## src/rtl/fetch_cntrl.sv

```systemverilog
// Purpose: instruction fetch controller with one outstanding imem request feeding a DEPTH-entry instruction FIFO.
// Latency: request issued combinationally from pc; instruction visible on inst_* the cycle after imem_rvalid.
// Backpressure: requests are withheld while the buffer is full, so an in-flight response always has a free slot.
module fetch_cntrl #(
    parameter int DEPTH = 2
) (
    input  logic        clk,
    input  logic        reset,
    input  logic [31:0] pc,
    input  logic        redirect,
    input  logic [31:0] redirect_addr,
    input  logic        redirect_relative,
    output logic        pc_enable,
    output logic        pc_take_br,
    output logic        pc_is_relative_branch,
    output logic [31:0] pc_branch_addr,
    output logic        imem_req,
    output logic [31:0] imem_addr,
    input  logic        imem_gnt,
    input  logic        imem_rvalid,
    input  logic [31:0] imem_rdata,
    output logic        inst_valid,
    output logic [31:0] inst_data,
    output logic [31:0] inst_pc,
    input  logic        inst_ready
);

    localparam int PW = $clog2(DEPTH);
    localparam int CW = PW + 1;
    localparam logic [CW-1:0] DEPTH_C = CW'(DEPTH);

    typedef enum logic [1:0] {
        FETCH = 2'd0,
        WAIT  = 2'd1,
        DROP  = 2'd2
    } state_t;

    typedef struct packed {
        logic [31:0] pc;
        logic [31:0] data;
    } entry_t;

    state_t        state;
    logic [31:0]   tag;
    logic [PW-1:0] wr_ptr;
    logic [PW-1:0] rd_ptr;
    logic [CW-1:0] count;
    entry_t        mem [DEPTH];

    logic push;
    logic pop;

    // Request is gated by reset so nothing is issued while reset is held low.
    assign imem_req  = reset && (state == FETCH) && !redirect && (count < DEPTH_C);
    assign imem_addr = pc;
    assign pc_enable = imem_req && imem_gnt;

    assign pc_take_br            = redirect;
    assign pc_is_relative_branch = redirect_relative;
    assign pc_branch_addr        = redirect_addr;

    // A response is only kept if it arrives for a live request and no redirect kills it.
    assign push = (state == WAIT) && imem_rvalid && !redirect;
    assign pop  = inst_valid && inst_ready;

    assign inst_valid = (count != '0);
    assign inst_data  = mem[rd_ptr].data;
    assign inst_pc    = mem[rd_ptr].pc;

    // Fetch FSM: FETCH issues, WAIT collects, DROP swallows the response of a killed request.
    always_ff @(posedge clk or negedge reset) begin
        if (!reset) begin
            state <= FETCH;
            tag   <= '0;
        end else begin
            case (state)
                FETCH: begin
                    if (pc_enable) begin
                        tag   <= pc;
                        state <= WAIT;
                    end
                end
                WAIT: begin
                    if (imem_rvalid)
                        state <= FETCH;
                    else if (redirect)
                        state <= DROP;
                end
                DROP: begin
                    if (imem_rvalid)
                        state <= FETCH;
                end
                default: state <= FETCH;
            endcase
        end
    end

    // Buffer pointers and occupancy; a redirect flushes everything in one cycle.
    always_ff @(posedge clk or negedge reset) begin
        if (!reset) begin
            wr_ptr <= '0;
            rd_ptr <= '0;
            count  <= '0;
        end else if (redirect) begin
            wr_ptr <= '0;
            rd_ptr <= '0;
            count  <= '0;
        end else begin
            if (push)
                wr_ptr <= wr_ptr + PW'(1);
            if (pop)
                rd_ptr <= rd_ptr + PW'(1);
            case ({push, pop})
                2'b10:   count <= count + CW'(1);
                2'b01:   count <= count - CW'(1);
                default: count <= count;
            endcase
        end
    end

    // Entry storage needs no reset: validity is tracked entirely by count.
    always_ff @(posedge clk) begin
        if (push)
            mem[wr_ptr] <= '{pc: tag, data: imem_rdata};
    end

endmodule

```

## config.mk

```make
export PLATFORM = sky130hd
export DESIGN_NAME = fetch_cntrl
export DESIGN_NICKNAME = d
export VERILOG_FILES = /design/src/rtl/fetch_cntrl.sv
export SDC_FILE = /design/constraint.sdc
export NUM_CORES = 1
export LEC_CHECK = 0
export CORE_MARGIN = 1.5
export CORE_UTILIZATION = 49
export DETAILED_ROUTE_END_ITERATION = 12
export GPL_ROUTABILITY_DRIVEN = 0
export PLACE_DENSITY = 0.86
export SLEW_MARGIN = 5
export SYNTH_ARGS = -nofsm -noshare
export SYNTH_HDL_FRONTEND = slang
export SYNTH_SLANG_ARGS = --single-unit
```

## constraint.sdc

```tcl
create_clock -name clk -period 10 [get_ports clk]
set_input_delay 2 -clock clk [delete_from_list [all_inputs] [get_ports clk]]
set_output_delay 2 -clock clk [all_outputs]
set_load 0.005 [all_outputs]
```

# Word-level counts from Yosys, hierarchy flattened

Memory sizes are Yosys's and may differ from the RTL's.
Index checks and enable logic that the tools add are counted.

Bits in registers: 38
Memory bits (writable): 128
Bits of input ports: 103
Output and inout bits: 133
Word-level logic and storage cells: 46
Memories: 1

Memories:

| memory | words | width | read ports | clocked after memory_dff | wr ports | RTL line | source |
|---|---|---|---|---|---|---|---|
| mem    | 2     | 64    | 1          | 0                        | 1        | 48       | `entry_t mem [DEPTH];` |

$add $sub $neg: 4
Order comparisons: 1
Eq/ne operators: 7
Muxes and demuxes: 13
Reduce and logical (&&, ||, !) cells: 15

Operators with widths:

| operator            | count |
|---|---|
| $mux 2              | 5 |
| $logic_and 1x1->1   | 7 |
| $mux 1              | 6 |
| $pmux 2 s3          | 1 |
| $reduce_bool 2->1   | 3 |
| $eq 2x1->1 const B  | 2 |
| $eq 2x2->1 const B  | 2 |
| $ne 2x2->1 const B  | 2 |
| $pmux 2 s2          | 1 |
| $ne 3x3->1 const B  | 1 |
| $reduce_and 3->1    | 1 |
| $reduce_bool 3->1   | 1 |
| $add 1x1->1 const B | 2 |
| $add 2x1->2 const B | 1 |
| $logic_not 2->1     | 1 |
| $lt 2x2->1 const B  | 1 |
| $reduce_and 2->1    | 1 |
| $sub 2x1->2 const B | 1 |
| $logic_not 1->1     | 1 |

# Depth between registers and ports, before layout

Gate-level depths: netlist of run 1.

Word-level depth: 7
Mapped depth: 4
Mapped depth without buffers: 3

# Worst setup path before layout of run 1

No wires, ideal clock.

Path type: in2reg
Start point: in imem_rvalid
End point: mem mem[0][0] (netlist bit), enable pin
Library setup time: 486 ps
Arrival: 5118 ps
Setup slack: 4396 ps
Stages: 3
Cells stage by stage: nand3b_1 -> or2_2 -> nor2_1

Longest elaborated chain between the ends: 4

Ends and longest elaborated chain:

| element                        | RTL line | source |
|---|---|---|
| start: declaration             | 20       | `input logic imem_rvalid,` |
| $logic_and 1x1->1 (2 in a row) | 63       | `assign push = (state == WAIT) && imem_rvalid && !redirect;` |
| $mux 1                         | 123      | `if (push)` |
| $mux 1 (not written as such)   | 124      | `mem[wr_ptr] <= '{pc: tag, data: imem_rdata};` |
| end: declaration               | 48       |  |

Every way passes these cells.

# Final worst setup path of run 1

Start point: in reset
End point: out pc_enable

Longest elaborated chain between the ends: 4

Ends and longest elaborated chain:

| element                        | RTL line | source |
|---|---|---|
| start: declaration             | 8        | `input logic reset,` |
| $logic_and 1x1->1 (3 in a row) | 54       | `assign imem_req = reset && (state == FETCH) && !redirect && (count < DEPTH_C);` |
| $logic_and 1x1->1              | 56       | `assign pc_enable = imem_req && imem_gnt;` |
| end: declaration               | 13       | `output logic pc_enable,` |

Every way passes these cells.

==> results of run 1 <==
synth_stat cells, types with 2 or more instances:
cell | count | share of area, %
nand3b_1 | 2 | 0.22
buf_2 | 7 | 0.52
buf_4 | 66 | 7.3
mux2_2 | 68 | 11
mux2i_1 | 2 | 0.30
nand2_1 | 2 | 0.11
buf_6 | 3 | 0.50
inv_1 | 3 | 0.17
nor2_1 | 4 | 0.22
or2_2 | 2 | 0.19
mux2_4 | 28 | 6.2
edfxtp_1 | 128 | 57
nor2_2 | 2 | 0.19
dfrtp_1 | 38 | 14
worst paths after layout:
| check | startpoint | cells past startpoint | endpoint | slack, ps |
|---|---|---|---|---|
| max | reset | 4 | pc_enable | 3610 |
| min | tag[20]$_DFFE_PN0P_ | 0 | mem[1][52]$_DFFE_PP_ | 470 |
| max reg2reg | state[1]$_DFFE_PN0P_ | 4 | mem[0][7]$_DFFE_PP_ | 7760 |
| min reg2reg | tag[20]$_DFFE_PN0P_ | 0 | mem[1][52]$_DFFE_PP_ | 470 |
| max in group asynchronous | reset | 1 | rd_ptr$_DFFE_PN0P_ | 7610 |
| min in group asynchronous | reset | 1 | wr_ptr$_DFFE_PN0P_ | 1740 |
flip-flops by register name (all words and copies together) (netlist names):
register and flops:
tag 32, wr_ptr 1, state 2, count 2, mem 128, rd_ptr 1
power groups by stage:
stage                     Sequential, mW  Combinational (mW)  Clock (mW)
after global routing               0.830               0.142       0.667
after CTS                          0.825               0.135       0.638
after floorplan                    0.829              0.0851           0
after global placement             0.835               0.130           0
after detailed placement           0.839               0.133           0
final                              0.826               0.133       0.622
layout make-up:
| type | instances | share of cell area (%) |
|---|---|---|
| flip-flops and latches | 166 | 55.2 |
| repair buffers | 172 | 19.7 |
| multi-input cells | 122 | 16.0 |
| clock buffers | 23 | 5.38 |
| well taps | 176 | 2.53 |
| clock inverters | 9 | 1.17 |
| inverters | 3 | 0.130 |
layer usage:
layer	up-vias	wire [um]	GRT usage, %
li1	1534	-	-
met5	-	0	0
met3	21	843	4.76
met4	0	163	6.69
met2	155	6080	29.0
met1	1660	4600	19.8
through the flow:
stage	power [mW]	instance area, sq um	worst slack [ps]
after floorplan	0.915	6740	4400
after global placement	0.965	8130	3550
after detailed placement	0.973	8130	3510
after CTS	1.60	8690	3510
after global routing	1.64	8690	3310
final	1.58	8690	3610
critical path, delay by kind of cell:
| family | cells | cell delay, ps |
|---|---|---|
| buf+inv | 3 | 1440 |
| simple gates | 1 | 930 |
cells by family after synthesis:
logic type	synth area share [%]
compound gates	0.649
flops	71.1
xor+xnor	0.260
buf+inv	8.53
simple gates	1.58
mux	17.9
==> run_results.csv, run 1 <==
group,metric,value,unit
floorplanning,dieArea,0.0145,sq mm
finish,final_cells,671,
clock_network,post-cts-setup-buffers,0,
power,clkPwrFrac,39.4,%
worst_setup_path,cpMaxStageDelayCell,"nand4_4",
logic_synthesis,synth-warning-count,0,
finish,final_util,65.1,%
finish,syn_to_final_growth,28.9,%
power,seqPwrFrac,52.2,%
floorplanning,ios,236,
clock_network,clock_latency,410,ps
clock_network,cts_buffer_depth,2,
logic_synthesis,async_flop_share,22.9,%
job,cap_violations,0,
logic_synthesis,syn_area,0.00674,sq mm
global_routing,grt_start_max_net_pins,65,
clock_network,cts_made_buffers,17,
logic_synthesis,syn-instance-count,367,
worst_setup_path,path_class,"in -> out",
logic_synthesis,syn_nets,470,
sta,hold_viol,0,
drt,drc,0,
drt,ant_nets,0,
power,power.share.switching,19.5,%
finish,nFillCells,935,
hold_path,hp-class,"reg -> reg",
sta,tightest_slew,962,ps
clock_network,cts_hold_buffers,0,
clock_network,htree_levels,4,
global_routing,grt_pass1_wl,18300,um
clock_network,clock_sinks,166,
sta,rsz0062_at_grt,"no",
clock_network,tritoncts,"done",
sta,clock.fmax,157,MHz
global_routing,grt_overflow,0,
logic_synthesis,avgSynthCellArea,18.4,sq um
sta,timing.final.crit_share,63.9,%
power,p_comb_share,8.4,%
finish,diodes,0,
drt,dr.pass1.iters,4,
drt,viasPerCell,5.02,
floorplanning,row_count,42,
finish,layout_commonest_cell,"clkdlybuf4s50_1",
clock_network,clk_pin_slew,60,ps
power,p_per_area,182,mW/mm^2
placed_design,port_buffers,169,
finish,seq_area,0.00480,sq mm
sta,setup_tns,0,ps
sta,fin_skew,4.21,ps
global_routing,antenna_found_initial,0,
clock_network,cts_resized,0,
sta,fin_crit,6390,ps
drt,wirelength,11700,um
worst_setup_path,crit_arrival,4390,ps
power,ir_drop,0.114,mV
logic_synthesis,ys_seq_area_share,71.1,%
logic_synthesis,yosys_most_used_dff,"edfxtp_1",
finish,drive_gt1_share,27.1,%
drt,vias,3370,
floorplanning,start_util,50.5,%
floorplanning,dieHeight,120,um
finish,fin_nets,585,
logic_synthesis,ys_ff_latch,166,
global_routing,grtUsageTotal,16.8,%
clock_network,clock_tree.root_cell,"clkbuf_16",
drt,wl_per_cell,17.4,um
logic_synthesis,synth_edf_count,128,
worst_setup_path,path_cells,"buf_2 -> nand4_4 -> inv_1 -> clkdlybuf4s50_1",
sta,slew_headroom,35.8,%
finish,layout_common_cells,"168 x clkdlybuf4s50_1, 128 x edfxtp_1, 68 x mux2_2, 37 x dfrtp_1, 28 x mux2_4",
power,leakage,3.15,nW
worst_setup_path,start_kind,"input port",
worst_setup_path,cpPeakStageDelay,930,ps
power,p_sw,308,uW
drt,drt_iter0_drc,170,
floorplanning,die_w,120,um
power,p_int,1.27,mW
run_status,status,"finished clean",
sta,fin_hold_ws,470,ps
worst_setup_path,crit_fanout,40,
sta,finalMaxSlewViolations,0,
sta,finalSetupViolations,0,
floorplanning,core_area,0.0133,sq mm
worst_setup_path,required,8000,ps
placed_design,dp_cells,639,
placed_design,dp_hpwl,7400,um
finish,multiInputGateArea,0.00139,sq mm
global_routing,grt_pass1_vias,3627,
worst_setup_path,endpoint_kind,"output port",
logic_synthesis,yosysUniqueCellTypes,26,
Note: power is estimated with default switching activity, not from simulation.
==> run 2, diff against run 1 <==
--- a/config.mk
+++ b/config.mk
@@ -6,10 +6,10 @@
 export NUM_CORES = 1
 export LEC_CHECK = 0
 export CORE_MARGIN = 1.5
-export CORE_UTILIZATION = 49
+export CORE_UTILIZATION = 41
 export DETAILED_ROUTE_END_ITERATION = 12
 export GPL_ROUTABILITY_DRIVEN = 0
-export PLACE_DENSITY = 0.86
+export PLACE_DENSITY = 0.77
 export SLEW_MARGIN = 5
 export SYNTH_ARGS = -nofsm -noshare
 export SYNTH_HDL_FRONTEND = slang
==> constraint.sdc (replaced) <==
create_clock -name clk -period 5.15 [get_ports clk]
set_input_delay 1.03 -clock clk [delete_from_list [all_inputs] [get_ports clk]]
set_output_delay 1.03 -clock clk [all_outputs]
set_load 0.005 [all_outputs]
==> run 2 against run 1 <==
  * Core utilization is 10 points lower
  * Global-route usage shrank 2.3 points
  * Total power is 95% higher
  * Clock-buffer cell count down 6
  * Cell area is 1.2% higher
  * Combinational power up 94%
  * First-iteration DRC count shrank 6.5%
  * Sequential share of layout area is 0.63 points lower
  * Die area grew 19%
  * Largest cell class unchanged
==> run_results.csv, run 2 (same netlist as run 1, synthesis figures left out) <==
group,metric,value,unit
worst_setup_path,path_class,"reg -> out",
global_routing,grt_overflow,0,
sta,fin_hold_ws,475,ps
clock_network,post-cts-setup-buffers,0,
worst_setup_path,crit_fanout,35,
sta,setup_ws,1440,ps
floorplanning,core_area,0.0160,sq mm
power,total_power,3.09,mW
hold_path,hold_depth,0,
placed_design,dp_cells,681,
drt,ant_nets,0,
floorplanning,dieHeight,131,um
finish,largest_reg_flops,128,
clock_network,clock_tree.root_cell,"clkbuf_16",
sta,finalMaxSlewViolations,0,
finish,seq_area,0.00480,sq mm
worst_setup_path,r2r_cells,4,
worst_setup_path,start_kind,"register",
drt,wl_per_cell,16.9,um
power,leakage,3.17,nW
floorplanning,start_util,42.1,%
worst_setup_path,endpoint_kind,"output port",
floorplanning,ios,236,
finish,top_register,"mem",
sta,rsz0062_at_grt,"no",
sta,tightest_slew,947,ps
global_routing,grt_pass1_vias,3615,
hold_path,hp-class,"reg -> reg",
worst_setup_path,crit_arrival,2680,ps
sta,setup_tns,0,ps
finish,nFillCells,1274,
finish,largestRegisters,"mem x128, tag x32",
placed_design,pre_cts_slack,1560,ps
global_routing,antenna_found_initial,0,
drt,dr.pass1.iters,4,
clock_network,cts_resized,0,
sta,timing.final.crit_share,72.1,%
power,p_per_area,351,mW/mm^2
run_status,status,"finished clean",
placed_design,port_buffers,169,
finish,layout_commonest_cell,"clkdlybuf4s50_1",
finish,drive_gt1_share,28.2,%
clock_network,clk_pin_slew,60,ps
sta,hold_viol,0,
finish,final_cells,713,
finish,final_util,55.0,%
clock_network,clock_latency,420,ps
clock_network,cts_buffer_depth,2,
placed_design,post_dp_cell_area,0.00822,sq mm
finish,syn_to_final_growth,30.4,%
floorplanning,die_w,131,um
floorplanning,row_count,46,
job,cap_violations,0,
drt,vias,3347,
clock_network,cts_made_buffers,17,
finish,fin_nets,587,
floorplanning,dieArea,0.0172,sq mm
placed_design,dp_hpwl,8000,um
global_routing,grt_pass1_wl,19000,um
clock_network,clock_sinks,166,
clock_network,cts_hold_buffers,0,
finish,diodes,0,
sta,fin_skew,6.94,ps
sta,finalSetupViolations,0,
drt,drt_iter0_drc,159,
finish,multiInputGateArea,0.00139,sq mm
sta,slew_headroom,36.7,%
global_routing,grtUsageTotal,14.5,%
finish,layout_common_cells,"168 x clkdlybuf4s50_1, 128 x edfxtp_1, 68 x mux2_2, 37 x dfrtp_1, 28 x mux2_4",
drt,wirelength,12100,um
clock_network,htree_levels,4,
worst_setup_path,required,4120,ps
drt,drc,0,
clock_network,tritoncts,"done",
power,ir_drop,0.197,mV
finish,design_area,0.00879,sq mm
sta,fin_crit,3710,ps
sta,clock.fmax,269,MHz
drt,viasPerCell,4.69,
global_routing,grt_start_max_net_pins,36,
[run 2: critical path: stages, from the launching register on]
cell and delay, ps:
dfrtp_2 820, buf_4 540, mux2_2 400, clkdlybuf4s50_1 470
[run 2: metal layers]
| layer | vias to the layer above | global-route usage, % | share of wire [%] |
|---|---|---|---|
| met5 | - | 0 | 0 |
| met4 | 0 | 5.49 | 1.9 |
| met3 | 28 | 5.05 | 5.5 |
| met2 | 125 | 25.0 | 50 |
| met1 | 1652 | 16.5 | 42 |
| li1 | 1542 | - | - |
[run 2: power breakdown]
group	total, mW	leakage [nW]	switching (mW)	internal (mW)
clock network	1.22	0.281	0.508	0.716
registers	1.60	1.62	0.0537	1.55
logic	0.258	1.28	0.0746	0.184
[run 2: final cells by class]
type	instances	share of cell area [%]
Timing Repair Buffer	174	19.9
Inverter	3	0.128
Sequential cell	166	54.5
Clock inverter	15	1.75
Tap cell	216	3.07
Multi-Input combinational cell	122	15.8
Clock buffer	17	4.84
[run 2: worst paths after layout]
kind	from	endpoint	slack, ps
max in group asynchronous	reset	rd_ptr$_DFFE_PN0P_	3900
min in group asynchronous	reset	tag[5]$_DFFE_PN0P_	520
worst min register to register	tag[7]$_DFFE_PN0P_	mem[1][39]$_DFFE_PP_	480
worst min-delay path	tag[7]$_DFFE_PN0P_	mem[1][39]$_DFFE_PP_	480
worst max register to register	state[1]$_DFFE_PN0P_	mem[0][35]$_DFFE_PP_	2700
worst max-delay path	rd_ptr$_DFFE_PN0P_	inst_pc[8]	1440
